===== src/rtl/vga_timing_pkg.sv =====
// Shared VGA timing constants (640x480@60), axis phase enumeration and test-pattern palette.
package vga_timing_pkg;

  localparam int unsigned CNT_W     = 12;
  localparam int unsigned RGB_W     = 16;
  localparam int unsigned MAX_TOTAL = 4096;

  localparam int unsigned H_SIZE = 640;
  localparam int unsigned H_FP   = 16;
  localparam int unsigned H_SW   = 96;
  localparam int unsigned H_BP   = 48;
  localparam int unsigned V_SIZE = 480;
  localparam int unsigned V_FP   = 10;
  localparam int unsigned V_SW   = 2;
  localparam int unsigned V_BP   = 33;

  typedef enum logic [1:0] {
    ACTIVE = 2'd0,
    FRONT  = 2'd1,
    SYNC   = 2'd2,
    BACK   = 2'd3
  } phase_e;

  // RGB565 colour of each of the eight vertical test bars, left to right
  function automatic logic [RGB_W-1:0] bar_colour(input logic [2:0] idx);
    logic [RGB_W-1:0] c;
    case (idx)
      3'd0:    c = 16'hFFFF;
      3'd1:    c = 16'hFFE0;
      3'd2:    c = 16'h07FF;
      3'd3:    c = 16'h07E0;
      3'd4:    c = 16'hF81F;
      3'd5:    c = 16'hF800;
      3'd6:    c = 16'h001F;
      default: c = 16'h0000;
    endcase
    return c;
  endfunction

endpackage


===== src/rtl/vga_sync_gen_if.sv =====
// Video timing output bundle; RGB exists only when VGA_SYNC_GEN_TESTPAT_EN is defined.
interface vga_sync_gen_if;
  import vga_timing_pkg::*;

  logic             Hsync;
  logic             Vsync;
  logic             DE;
  logic [CNT_W-1:0] hpos;
  logic [CNT_W-1:0] vpos;
  logic             frame_start;
`ifdef VGA_SYNC_GEN_TESTPAT_EN
  logic [RGB_W-1:0] RGB;

  modport master (output Hsync, Vsync, DE, hpos, vpos, frame_start, RGB);
  modport slave  (input  Hsync, Vsync, DE, hpos, vpos, frame_start, RGB);
`else
  modport master (output Hsync, Vsync, DE, hpos, vpos, frame_start);
  modport slave  (input  Hsync, Vsync, DE, hpos, vpos, frame_start);
`endif

endinterface


===== src/rtl/vga_axis_counter.sv =====
// One timing axis: wrapping position counter with wrap pulse and ACTIVE/FRONT/SYNC/BACK decode.
module vga_axis_counter
  import vga_timing_pkg::*;
#(
  parameter int unsigned SIZE = H_SIZE,
  parameter int unsigned FP   = H_FP,
  parameter int unsigned SW   = H_SW,
  parameter int unsigned BP   = H_BP
) (
  input  logic             clk,
  input  logic             rst_n,
  input  logic             en,
  output logic [CNT_W-1:0] cnt,
  output logic             wrap_c,
  output phase_e           phase_c
);

  localparam int unsigned      TOTAL = SIZE + FP + SW + BP;
  localparam logic [CNT_W-1:0] LAST  = CNT_W'(TOTAL - 1);

  logic [CNT_W-1:0] cnt_q, cnt_d;

  // Advance on enable, wrapping from LAST back to zero
  always_comb begin
    wrap_c = en && (cnt_q == LAST);
    cnt_d  = cnt_q;
    if (en) begin
      cnt_d = wrap_c ? '0 : cnt_q + CNT_W'(1);
    end
  end

  // Phase boundaries compared at full integer width so a 4096 total cannot alias
  always_comb begin
    phase_c = BACK;
    if (32'(cnt_q) < SIZE) begin
      phase_c = ACTIVE;
    end else if (32'(cnt_q) < SIZE + FP) begin
      phase_c = FRONT;
    end else if (32'(cnt_q) < SIZE + FP + SW) begin
      phase_c = SYNC;
    end
  end

  always_ff @(posedge clk or negedge rst_n) begin
    if (!rst_n) begin
      cnt_q <= '0;
    end else begin
      cnt_q <= cnt_d;
    end
  end

  assign cnt = cnt_q;

endmodule


===== src/rtl/vga_sync_gen.sv =====
// VGA sync/DE/position generator with registered outputs lagging the counters by one CE.
// Define VGA_SYNC_GEN_TESTPAT_EN to add an RGB565 eight-colour-bar test pattern output.
module vga_sync_gen
  import vga_timing_pkg::*;
#(
  parameter int unsigned HSIZE = H_SIZE,
  parameter int unsigned HFP   = H_FP,
  parameter int unsigned HSW   = H_SW,
  parameter int unsigned HBP   = H_BP,
  parameter int unsigned VSIZE = V_SIZE,
  parameter int unsigned VFP   = V_FP,
  parameter int unsigned VSW   = V_SW,
  parameter int unsigned VBP   = V_BP
) (
  input  logic           CLK,
  input  logic           RESET_N,
  input  logic           CE,
  vga_sync_gen_if.master vga
);

  localparam int unsigned HTOTAL = HSIZE + HFP + HSW + HBP;
  localparam int unsigned VTOTAL = VSIZE + VFP + VSW + VBP;

  if (HTOTAL > MAX_TOTAL) begin : g_bad_htotal
    $error("vga_sync_gen: HTOTAL %0d does not fit the 12-bit counter", HTOTAL);
  end
  if (VTOTAL > MAX_TOTAL) begin : g_bad_vtotal
    $error("vga_sync_gen: VTOTAL %0d does not fit the 12-bit counter", VTOTAL);
  end

  logic [CNT_W-1:0] h_cnt, v_cnt;
  logic             h_wrap_c, v_wrap_unused_c;
  phase_e           h_phase_c, v_phase_c;

  vga_axis_counter #(.SIZE(HSIZE), .FP(HFP), .SW(HSW), .BP(HBP)) u_h_axis (
    .clk     (CLK),
    .rst_n   (RESET_N),
    .en      (CE),
    .cnt     (h_cnt),
    .wrap_c  (h_wrap_c),
    .phase_c (h_phase_c)
  );

  // Vertical axis steps once per completed line
  vga_axis_counter #(.SIZE(VSIZE), .FP(VFP), .SW(VSW), .BP(VBP)) u_v_axis (
    .clk     (CLK),
    .rst_n   (RESET_N),
    .en      (h_wrap_c),
    .cnt     (v_cnt),
    .wrap_c  (v_wrap_unused_c),
    .phase_c (v_phase_c)
  );

  logic             hsync_q, hsync_d;
  logic             vsync_q, vsync_d;
  logic             de_q, de_d;
  logic [CNT_W-1:0] hpos_q, hpos_d;
  logic [CNT_W-1:0] vpos_q, vpos_d;
  logic             frame_start_q, frame_start_d;

`ifdef VGA_SYNC_GEN_TESTPAT_EN
  localparam int unsigned BAR_W = (HSIZE / 8 == 0) ? 1 : HSIZE / 8;

  logic [RGB_W-1:0] rgb_q, rgb_d;
  logic [CNT_W-1:0] bar_col_c;
  logic [2:0]       bar_idx_c;

  // Columns past the eighth full bar (HSIZE not a multiple of 8) stay in the last bar
  always_comb begin
    bar_col_c = h_cnt / CNT_W'(BAR_W);
    bar_idx_c = (bar_col_c > CNT_W'(7)) ? 3'd7 : bar_col_c[2:0];
  end
`endif

  // Outputs sample the pre-increment counters on CE and hold otherwise
  always_comb begin
    hsync_d       = hsync_q;
    vsync_d       = vsync_q;
    de_d          = de_q;
    hpos_d        = hpos_q;
    vpos_d        = vpos_q;
    frame_start_d = frame_start_q;
`ifdef VGA_SYNC_GEN_TESTPAT_EN
    rgb_d         = rgb_q;
`endif
    if (CE) begin
      de_d          = (h_phase_c == ACTIVE) && (v_phase_c == ACTIVE);
      hsync_d       = (h_phase_c != SYNC);
      vsync_d       = (v_phase_c != SYNC);
      frame_start_d = (h_cnt == '0) && (v_cnt == '0);
      if (de_d) begin
        hpos_d = h_cnt;
        vpos_d = v_cnt;
      end
`ifdef VGA_SYNC_GEN_TESTPAT_EN
      rgb_d = de_d ? bar_colour(bar_idx_c) : '0;
`endif
    end
  end

  always_ff @(posedge CLK or negedge RESET_N) begin
    if (!RESET_N) begin
      hsync_q       <= 1'b1;
      vsync_q       <= 1'b1;
      de_q          <= 1'b0;
      hpos_q        <= '0;
      vpos_q        <= '0;
      frame_start_q <= 1'b0;
`ifdef VGA_SYNC_GEN_TESTPAT_EN
      rgb_q         <= '0;
`endif
    end else begin
      hsync_q       <= hsync_d;
      vsync_q       <= vsync_d;
      de_q          <= de_d;
      hpos_q        <= hpos_d;
      vpos_q        <= vpos_d;
      frame_start_q <= frame_start_d;
`ifdef VGA_SYNC_GEN_TESTPAT_EN
      rgb_q         <= rgb_d;
`endif
    end
  end

  assign vga.Hsync       = hsync_q;
  assign vga.Vsync       = vsync_q;
  assign vga.DE          = de_q;
  assign vga.hpos        = hpos_q;
  assign vga.vpos        = vpos_q;
  assign vga.frame_start = frame_start_q;
`ifdef VGA_SYNC_GEN_TESTPAT_EN
  assign vga.RGB         = rgb_q;
`endif

endmodule


===== src/flat_wrapper.sv =====
// flat-port wrapper written by rule: the top's interface ports become plain ports
module vga_sync_gen_flat import vga_timing_pkg::*;
#(
  parameter int unsigned HSIZE = H_SIZE,
  parameter int unsigned HFP   = H_FP,
  parameter int unsigned HSW   = H_SW,
  parameter int unsigned HBP   = H_BP,
  parameter int unsigned VSIZE = V_SIZE,
  parameter int unsigned VFP   = V_FP,
  parameter int unsigned VSW   = V_SW,
  parameter int unsigned VBP   = V_BP
)
  (CLK, RESET_N, CE, vga_Hsync, vga_Vsync, vga_DE, vga_hpos, vga_vpos, vga_frame_start);
  vga_sync_gen_if vga_i ();
  input  logic CLK;
  input  logic RESET_N;
  input  logic CE;
  output wire logic [$bits(vga_i.Hsync)-1:0] vga_Hsync;
  output wire logic [$bits(vga_i.Vsync)-1:0] vga_Vsync;
  output wire logic [$bits(vga_i.DE)-1:0] vga_DE;
  output wire logic [$bits(vga_i.hpos)-1:0] vga_hpos;
  output wire logic [$bits(vga_i.vpos)-1:0] vga_vpos;
  output wire logic [$bits(vga_i.frame_start)-1:0] vga_frame_start;
  assign vga_Hsync = vga_i.Hsync;
  assign vga_Vsync = vga_i.Vsync;
  assign vga_DE = vga_i.DE;
  assign vga_hpos = vga_i.hpos;
  assign vga_vpos = vga_i.vpos;
  assign vga_frame_start = vga_i.frame_start;
  vga_sync_gen #(.HSIZE(HSIZE), .HFP(HFP), .HSW(HSW), .HBP(HBP), .VSIZE(VSIZE), .VFP(VFP), .VSW(VSW), .VBP(VBP)) u_core (.CLK(CLK), .RESET_N(RESET_N), .CE(CE), .vga(vga_i));
endmodule

===== config.mk =====
export PLATFORM = sky130hd
export DESIGN_NAME = vga_sync_gen_flat
export DESIGN_NICKNAME = d
export VERILOG_FILES = /design/src/rtl/vga_timing_pkg.sv /design/src/rtl/vga_sync_gen_if.sv /design/src/rtl/vga_axis_counter.sv /design/src/rtl/vga_sync_gen.sv /design/src/flat_wrapper.sv
export SDC_FILE = /design/constraint.sdc
export NUM_CORES = 1
export LEC_CHECK = 0
export ABC_CLOCK_PERIOD_IN_PS = 2850
export CAP_MARGIN = 5
export CORE_ASPECT_RATIO = 1.2
export CORE_MARGIN = 3
export CORE_UTILIZATION = 29
export CTS_CLUSTER_DIAMETER = 80
export DETAILED_ROUTE_END_ITERATION = 10
export PLACE_DENSITY_LB_ADDON = 0.08
export SYNTH_ARGS = -nofsm -noshare
export SYNTH_HDL_FRONTEND = slang
export SYNTH_SLANG_ARGS = --single-unit
export TNS_END_PERCENT = 5

===== constraint.sdc =====
create_clock -name CLK -period 2.85 [get_ports CLK]
set_input_delay 0.285 -clock CLK [delete_from_list [all_inputs] [get_ports CLK]]
set_output_delay 0.285 -clock CLK [all_outputs]
set_load 0.01 [all_outputs]

==> impl_metrics.json, run 1 <==
{
  "synth.distinct_cells": 36,
  "finalMaxSlewViolations": 0,
  "drc": 0,
  "post_cts_buffers": 0,
  "ys_warn_count": 0,
  "hold_viol_final": 0,
  "peakVddDrop_uv": 241,
  "firstDrtPassIters": 4,
  "ys_ff_latch": 52,
  "fin_nets": 250,
  "antenna_found_initial": 0,
  "crit_path_end_kind": "register",
  "avgSynthCellArea_sq_um": 11.6,
  "leakage_nw": 1.32,
  "r2r_slack_ns": 0.78,
  "tightest_slew_ns": 0.498,
  "cts-resized-gates": 0,
  "num_vias": 1657,
  "finalSetupViolations": 0,
  "hp-class": "in -> async",
  "max_freq_mhz": 482,
  "initial_core_util_pct": 30.1,
  "ys.flop_type": "dfrtp_1",
  "synth_enable_flop_cells": 0,
  "clock_latency_ns": 0.31,
  "rr_startpoint": "u_core.u_h_axis.cnt[9]",
  "wire_per_inst_microns": 15.1,
  "syn_area_sq_um": 2450,
  "dp_hpwl_microns": 3770,
  "crit_required_ns": 3.05,
  "drt-initial-drc-count": 119,
  "cts_root_buffer": "clkbuf_8",
  "clk_pin_slew_worst_paths_ns": 0.10,
  "worstPathArrival_ns": 2.27,
  "postRouteAntennaNets": 0,
  "gr-usage-all-layers_pct": 12.6,
  "ys_seq_area_share_pct": 53.2,
  "routed_wl_microns": 5400,
  "grt_pass1_vias": 1803,
  "layout_min_cycle_time_ns": 2.07,
  "place_area_sq_um": 2850,
  "area_growth_pct": 21.6,
  "ys_top_cells_by_area": "dfrtp_1, mux2_4, nand3_1",
  "die_x_microns": 89.9,
  "htreeDepth": 2,
  "rsz0062_at_grt": "false",
  "ctsHoldBuffers": 1,
  "gp_congestion": 0.768,
  "fin_tns_setup_ns": 0,
  "yosys.area.top_type": "dfrtp_1",
  "synth_top_area_share_pct": 51.0,
  "die_area_sq_um": 9600,
  "crit_fanout": 13,
  "buffer_ports.inserted": 30,
  "reg2reg_depth": 5,
  "stdcell_area_sq_um": 2980,
  "grt-ovfl-total": 0,
  "max_slew_margin_pct": 66.8,
  "crit_type": "reg -> reg",
  "vias_per_cell": 4.63,
  "cts_made_buffers": 5,
  "clk_path_buf_depth": 2,
  "grt_pass1_wl_microns": 9600,
  "cap_violations": 0,
  "p_per_area_nw_per_um2": 505,
  "status": "completed",
  "syn_inst": 211,
  "cts_sinks": 52,
  "async_reset_ff_share_pct": 100,
  "diodes": 0,
  "syn_nets": 218,
  "io_pins": 31,
  "cts_tree": "yes",
  "rows": 36,
  "start_kind": "register",
  "rr_endpoint": "u_core.vga.vpos[5]",
  "final_layout_size_suffix_gt1_share_pct": 15.2,
  "die_y_microns": 107,
  "skew_ns": 0.00777,
  "fin_crit_sh_pct": 72.8,
  "core_area_sq_um": 8150,
  "grt_start_max_net_pins": 40
}
## worst max path at each step
stage	from	to	slack, ns
final	u_core.u_h_axis.cnt[9]	u_core.vga.vpos[5]	0.78
after global routing	u_core.u_v_axis.cnt[6]	u_core.u_v_axis.cnt[10]	0.63
after CTS	u_core.u_h_axis.cnt[9]	u_core.vga.vpos[5]	0.75
after detailed placement	CE	u_core.vga.vpos[5]	0.77
after global placement	CE	u_core.u_v_axis.cnt[9]	0.75
after floorplan	u_core.u_h_axis.cnt[8]	u_core.vga.hpos[0]	1.06
## Yosys cell counts, types with 2 or more instances
master and count:
o22ai_1 4, ha_1 4, nor2b_1 6, and3_1 5, or3_1 2, nor3_1 5
mux2_2 5, and4_1 4, xnor2_1 9, dfstp_2 2, clkbuf_1 4, o21ai_0 6
buf_2 4, nor4_1 2, buf_6 3, nand3_1 16, nand2_1 8, a21o_1 3
nand4_1 10, nand2b_1 3, nor4bb_1 2, nor2_1 8, a21oi_1 6, xor2_1 4
inv_1 13, mux2_4 14, dfrtp_1 50
## per-layer routing
metal	part of all wire [%]	GRT usage, %	up-vias
met3	3.1	2.60	5
met5	0	0	-
met2	47	20.7	31
li1	-	-	805
met1	48	16.7	816
met4	1.3	3.94	0
## layout by cell type, fill, tap and decap left out, drive strengths merged, types with 3 or more instances in the layout
cell type,n
inv,13
clkdlybuf4s50,29
nand4,10
nor2b,6
xor2,4
nor2,8
a21oi,6
a21o,3
o22ai,4
buf,7
nand2,8
and3,5
and4,4
nor3,5
dfrtp,50
nand2b,3
o21ai,6
xnor2,9
ha,4
mux2,19
clkbuf,7
nand3,16
## worst max-delay path, cell delays in order (launching register included)
cell and delay (ns):
dfrtp_1 0.48, a211oi_1 0.39, nand3_1 0.13, and4bb_1 0.31, buf_4 0.28, mux2_2 0.37
## cell families (layout without fill, tap and decap cells)
group	Yosys count	count (layout)	synth area share, %
AND/OR/NAND/NOR	75	75	17.9
buffers and inverters	25	58	5.62
adder cells (fa/ha/maj)	4	4	2.04
AO/OA/AOI/OAI	23	23	5.77
XOR/XNOR	13	13	4.65
multiplexers	19	19	10.9
flip-flops	52	52	53.2
## power by group
group | switching [mW] | total (mW) | leakage, nW | internal (mW)
sequential | 0.0699 | 0.843 | 0.673 | 0.773
combinational | 0.0575 | 0.104 | 0.585 | 0.0461
clock | 0.249 | 0.559 | 0.0645 | 0.310
total | 0.376 | 1.51 | 1.32 | 1.13
## sequential cells by signal, indices dropped and copies added, names as in the netlist
register	count
u_core.u_v_axis.cnt	12
u_core.vga.frame_start	1
u_core.u_h_axis.cnt	12
u_core.vga.hpos	12
u_core.vga.Hsync	1
u_core.vga.vpos	12
u_core.vga.DE	1
u_core.vga.Vsync	1
## layout make-up
class                      count  area, sq um
clock inverter                 1         30.0
clock buffer                   7         96.3
multi-input combinational    134         1010
sequential                    52         1300
timing repair buffer          37          350
tap                          114          143
fill                         820         5170
inverter                      13         48.8
## through the flow
step	cells	power, mW	util [%]	hold WS (ns)	setup slack, ns
floorplan	211	0.916	-	-0.0106	1.06
global placement	349	0.963	34.9	0.225	0.749
detailed placement	349	0.969	34.9	0.229	0.773
CTS	358	1.54	36.6	0.439	0.753
global route	358	1.59	36.6	0.452	0.629
finish	358	1.51	36.6	0.416	0.776
(Power assumes the default switching activity.)
==> run 2: changes to the inputs <==
--- a/config.mk
+++ b/config.mk
@@ -5,7 +5,7 @@
 export SDC_FILE = /design/constraint.sdc
 export NUM_CORES = 1
 export LEC_CHECK = 0
-export ABC_CLOCK_PERIOD_IN_PS = 2850
+export ABC_CLOCK_PERIOD_IN_PS = 1700
 export CAP_MARGIN = 5
 export CORE_ASPECT_RATIO = 1.2
 export CORE_MARGIN = 3
==> constraint.sdc (replaced) <==
create_clock -name CLK -period 1.7 [get_ports CLK]
set_input_delay 0.17 -clock CLK [delete_from_list [all_inputs] [get_ports CLK]]
set_output_delay 0.17 -clock CLK [all_outputs]
set_load 0.01 [all_outputs]
==> impl_metrics.json, run 2 (synthesis results as in run 1) <==
{
  "status": "complete, but fails checks",
  "violations": "negative setup slack",
  "path_depth": 5,
  "place_area_sq_um": 3170,
  "grt_pass1_wl_microns": 9920,
  "fin_crit_sh_pct": 106,
  "layout_min_cycle_time_ns": 1.79,
  "start_kind": "register",
  "crit_path_end_kind": "register",
  "final_util_pct": 41.9,
  "htreeDepth": 2,
  "multi_input_area_sq_um": 1120,
  "worstPathArrival_ns": 1.98,
  "area_growth_pct": 39.2,
  "pwr-share-comb_pct": 16.5,
  "skew_ns": 0.00918,
  "sequentialPowerShare_pct": 54.1,
  "reg2reg_depth": 5,
  "diodes": 0,
  "num_vias": 1826,
  "fin_nets": 290,
  "grt-ovfl-total": 0,
  "fin_cells": 398,
  "switching_share_pct": 26.9,
  "crit_required_ns": 1.89,
  "max_freq_mhz": 558,
  "crit_family": "simple AND/OR/NAND/NOR gates",
  "mostFrequentLayoutCells": "dfrtp_1, buf_4, clkdlybuf4s50_1, mux2_4, nand3_1",
  "die_x_microns": 89.9,
  "p_per_area_nw_per_um2": 742,
  "finalSetupViolations": 19,
  "rows": 36,
  "die_y_microns": 107,
  "drt-initial-drc-count": 43,
  "leakage_nw": 1.53,
  "cts_root_buffer": "clkbuf_8",
  "clock_latency_ns": 0.30,
  "hold_viol_final": 0,
  "gr-usage-all-layers_pct": 13.0,
  "dp_hpwl_microns": 4080,
  "io_pins": 31,
  "cp_slowest_stage_delay_ns": 0.48,
  "cts_made_buffers": 5,
  "firstDrtPassIters": 4,
  "internal-power_mw": 1.85,
  "rsz0062_at_grt": "true",
  "cts_tree": "yes",
  "fill_cells": 801,
  "r2r_slack_ns": -0.09,
  "finalMaxSlewViolations": 0,
  "buffer_ports.inserted": 30,
  "crit_fanout": 7,
  "hp-class": "in -> async",
  "grt_start_max_net_pins": 53,
  "cts_sinks": 52,
  "clk_path_buf_depth": 2,
  "max_slew_margin_pct": 80.3,
  "initial_core_util_pct": 30.1,
  "antenna_found_initial": 0,
  "routed_wl_microns": 5860,
  "peakVddDrop_uv": 270,
  "grt_pass1_vias": 1936,
  "p_switching_mw": 0.681,
  "drc": 0,
  "clk_pin_slew_worst_paths_ns": 0.10,
  "stdcell_area_sq_um": 3410,
  "core_area_sq_um": 8150,
  "wire_per_inst_microns": 14.7,
  "dp.cells": 387,
  "cap_violations": 0,
  "power_mw": 2.53,
  "crit_chain": "and4_1 > o211ai_1 > and4bb_2 > buf_4 > mux2_4",
  "regArea_sq_um": 1310,
  "crit_type": "reg -> reg",
  "whs_ns": 0.388,
  "vias_per_cell": 4.59,
  "final_common_cell": "dfrtp_1",
  "gp_congestion": 0.750,
  "postRouteAntennaNets": 0,
  "final_layout_size_suffix_gt1_share_pct": 34.9,
  "path_buf_inv": 1,
  "clkPwrFrac_pct": 29.4,
  "crit_slowest_cell": "dfrtp_2",
  "setup_ws_ns": -0.0936,
  "tightest_slew_ns": 0.293,
  "die_area_sq_um": 9600
}
## run 2: cell count changes in the layout (fill, tap and decap cells not counted), sizes merged
cell	before	now
buf	7	47
clkinv	0	2
clkbuf	7	6
bufinv	1	0
## run 2: final cells by class
type                            count  area share [%]
Sequential cell                    52            38.4
Multi-Input combinational cell    134            32.9
Timing Repair Buffer               77            20.4
Tap cell                          114            4.18
Clock buffer                        6            2.42
Inverter                           13            1.43
Clock inverter                      2           0.293
## run 2: worst min-delay path: stages
cell and delay [ns]:
dlygate4sd3_1 0.52, buf_2 0.12, buf_12 0.27
## run 2: per-layer routing
metal / wire length, microns / GRT usage (%)
met1: 2730 / 16.7
met2: 2880 / 22.3
met3: 165 / 2.18
met4: 75 / 3.94
met5: 0 / 0
## run 2: metrics by stage
stage | setup WS [ns] | TNS (ns)
after global placement | -0.157 | -4.77
after global routing | -0.161 | -3.30
after detailed placement | -0.151 | -4.29
after floorplan | -0.0310 | -0.397
after CTS | -0.0985 | -1.51
final | -0.0936 | -1.59
## run 2: path summary, 6_finish.rpt
check,startpoint,endpoint
worst max-delay path,u_core.u_h_axis.cnt[5],u_core.vga.hpos[4]
worst min-delay path,RESET_N,u_core.vga.vpos[8]
worst max register to register,u_core.u_h_axis.cnt[5],u_core.vga.hpos[4]
worst min register to register,u_core.vga.Hsync,u_core.vga.Hsync
max in group asynchronous,RESET_N,u_core.vga.Vsync
min in group CLK,u_core.vga.Hsync,u_core.vga.Hsync
## run 2: repair_timing
action	in CTS	in global routing
endpoints found under the setup margin	40	40
hold buffers	1	0
hold endpoints to repair	50	0
pin swaps	3	4
gates resized for setup	11	26
setup buffers	1	1
## run 2: power by group through the flow
stage / Combinational [mW] / Clock (mW) / Sequential (mW)
global placement: 0.404 / 0 / 1.37
floorplan: 0.192 / 0 / 1.37
finish: 0.418 / 0.745 / 1.37
detailed placement: 0.406 / 0 / 1.38
CTS: 0.425 / 0.777 / 1.36
global route: 0.473 / 0.829 / 1.38
==> run 3: changes to the inputs <==
--- a/config.mk
+++ b/config.mk
@@ -5,6 +5,7 @@
 export SDC_FILE = /design/constraint.sdc
 export NUM_CORES = 1
 export LEC_CHECK = 0
+export ABC_AREA = 1
 export ABC_CLOCK_PERIOD_IN_PS = 1700
 export CAP_MARGIN = 5
 export CORE_ASPECT_RATIO = 1.2
@@ -13,6 +14,7 @@
 export CTS_CLUSTER_DIAMETER = 80
 export DETAILED_ROUTE_END_ITERATION = 10
 export PLACE_DENSITY_LB_ADDON = 0.08
+export RECOVER_POWER = 25
 export SYNTH_ARGS = -nofsm -noshare
 export SYNTH_HDL_FRONTEND = slang
 export SYNTH_SLANG_ARGS = --single-unit
==> impl_metrics.json, run 3 <==
{
  "grt-ovfl-total": 0,
  "clkPwrFrac_pct": 26.2,
  "synth_top_area_share_pct": 46.9,
  "die_y_microns": 111,
  "synth_enable_flop_cells": 0,
  "worstPathArrival_ns": 1.81,
  "fill_cells": 911,
  "switching_share_pct": 32.8,
  "die_x_microns": 93.6,
  "mostFrequentLayoutCells": "nand2_1, dfrtp_1, nand3_1, inv_1, clkdlybuf4s50_1",
  "finalSetupViolations": 0,
  "use_met1_pct": 19.2,
  "leakage_nw": 1.63,
  "crit_chain": "ha_4 > inv_1 > nor2_2 > nand3_2 > nor2_4 > buf_4 > nand4_1 > nand2_1",
  "final_layout_size_suffix_gt1_share_pct": 11.5,
  "crit_fanout": 9,
  "grt_start_max_net_pins": 53,
  "syn_inst": 334,
  "grt_pass1_vias": 2215,
  "buffer_ports.inserted": 30,
  "wire_per_inst_microns": 12.8,
  "die_area_sq_um": 10400,
  "yosys.area.top_type": "dfrtp_1",
  "p_per_area_nw_per_um2": 1150,
  "postRouteAntennaNets": 0,
  "grtUsageMet2_pct": 19.8,
  "cts_made_buffers": 5,
  "cts_root_buffer": "clkbuf_8",
  "fin_tns_setup_ns": 0,
  "hold_depth": 2,
  "crit_required_ns": 1.95,
  "synth_common_cells": "nand2_1, dfrtp_1, nand3_1",
  "crit_type": "reg -> reg",
  "max_freq_mhz": 640,
  "cts_sinks": 52,
  "reg2reg_depth": 8,
  "peakVddDrop_uv": 422,
  "io_pins": 31,
  "whs_ns": 0.470,
  "clock_latency_ns": 0.31,
  "antenna_found_initial": 0,
  "setup_ws_ns": 0.138,
  "hold_viol_final": 0,
  "gr-usage-all-layers_pct": 13.3,
  "hp-class": "reg -> reg",
  "avgSynthCellArea_sq_um": 7.99,
  "rows": 37,
  "power_mw": 3.84,
  "routed_wl_microns": 6410,
  "core_area_sq_um": 8750,
  "ys_seq_area_share_pct": 48.9,
  "fin_nets": 389,
  "internal-power_mw": 2.58,
  "grt_pass1_wl_microns": 11100,
  "max_slew_margin_pct": 50.9,
  "cap_violations": 0,
  "crit_slowest_cell": "dfrtp_1",
  "drt-initial-drc-count": 82,
  "area_growth_pct": 25.1,
  "finalMaxSlewViolations": 0,
  "sequentialPowerShare_pct": 44.8,
  "layout_min_cycle_time_ns": 1.56,
  "crit_path_end_kind": "register",
  "initial_core_util_pct": 30.5,
  "synth_most_common_cell": "nand2_1",
  "skew_ns": 0.00570,
  "async_reset_ff_share_pct": 100,
  "p_switching_mw": 1.26,
  "syn_nets": 341,
  "gp_congestion": 0.834,
  "clk_pin_slew_worst_paths_ns": 0.10,
  "firstDrtPassIters": 4,
  "rsz0062_at_grt": "false",
  "htreeDepth": 2,
  "cp_slowest_stage_delay_ns": 0.46,
  "diodes": 0,
  "pwr-share-comb_pct": 29.0,
  "globalRouteMet3Util_pct": 2.58,
  "vias_per_cell": 4.52,
  "final_util_pct": 38.2,
  "r2r_slack_ns": 0.14,
  "status": "completed",
  "drc": 0,
  "ys.flop_type": "dfrtp_1",
  "cts_tree": "yes",
  "dp_hpwl_microns": 4700,
  "final_common_cell": "nand2_1",
  "grt.busiest_layer": "met2",
  "tightest_slew_ns": 0.736,
  "clk_path_buf_depth": 2,
  "synth.distinct_cells": 27,
  "num_vias": 2257,
  "ys_top_cells_by_area": "dfrtp_1, nand2_1, nand3_1",
  "start_kind": "register",
  "syn_area_sq_um": 2670,
  "ys_warn_count": 0,
  "ys_ff_latch": 52,
  "fin_crit_sh_pct": 91.9,
  "pre_cts_ws_ns": 0.113
}
[run 3: changes by cell type in the layout (fill, tap and decap cells not counted), moves of 17 or more]
cell and change:
inv_1 +26, nand3_1 +24, buf_4 -22, nand2_1 +93, nor2_1 +17, mux2_4 -19
[run 3: timing repair]
action / 4_1_cts / 5_1_grt
hold buffers: 1 / 0
endpoints found under the hold margin: 50 / 0
resized for setup: 0 / 3
setup endpoints to repair: 0 / 19
buffers inserted: 0 / 0
[run 3: power groups by stage]
stage          Sequential (mW)  Clock, mW  Combinational (mW)
6_report                  1.72       1.01                1.11
5_1_grt                   1.76       1.10                1.26
4_1_cts                   1.71       1.04                1.13
3_5_place_dp              1.74          0                1.12
3_3_place_gp              1.74          0                1.12
2_1_floorplan             1.74          0               0.580
[run 3: logic make-up after synthesis]
kind of cell             Yosys count  share of synthesized area, %
AO/OA/AOI/OAI                     17                          3.33
buffers and inverters             50                          8.96
AND/OR/NAND/NOR                  203                          34.3
adder cells (fa/ha/maj)            4                          1.88
flip-flops                        52                          48.9
XOR/XNOR                           8                          2.63
[run 3: path summary, 6_finish.rpt]
kind / end / startpoint
setup / recovery: u_core.u_v_axis.cnt[4] / u_core.u_h_axis.cnt[0]
hold / removal: u_core.vga.vpos[9] / u_core.vga.vpos[9]
setup reg to reg: u_core.u_v_axis.cnt[4] / u_core.u_h_axis.cnt[0]
hold reg to reg: u_core.vga.vpos[9] / u_core.vga.vpos[9]
max in group asynchronous: u_core.u_h_axis.cnt[7] / RESET_N
min in group asynchronous: u_core.vga.vpos[9] / RESET_N
[run 3: per-stage QoR]
| stage | instance area, sq um | std cells |
|---|---|---|
| finish | 3340 | 499 |
| detailed placement | 3200 | 491 |
| CTS | 3330 | 499 |
| global placement | 3200 | 491 |
| floorplan | 2670 | 334 |
| global route | 3340 | 499 |
[run 3: cell type report]
cell class                      instances  area (sq um)  area share (%)
Inverter                               40           150            4.50
Multi-Input combinational cell        232          1140            34.1
Tap cell                              117           146            4.39
Clock inverter                          2          60.1            1.80
Clock buffer                            5          68.8            2.06
Sequential cell                        52          1300            39.1
Timing Repair Buffer                   51           472            14.1
[run 3: critical path, delay by kind of cell (launching register included)]
| kind | cells | cell delay (ns) |
|---|---|---|
| buffers and inverters | 2 | 0.21 |
| AND/OR/NAND/NOR | 5 | 0.63 |
| flip-flops | 1 | 0.46 |
| adder cells (fa/ha/maj) | 1 | 0.19 |
[run 3: metal layers]
layer	part of all wire (%)	vias up
li1	-	1156
met1	49	1046
met2	45	48
met3	4.4	7
met4	1.5	0
met5	0	-
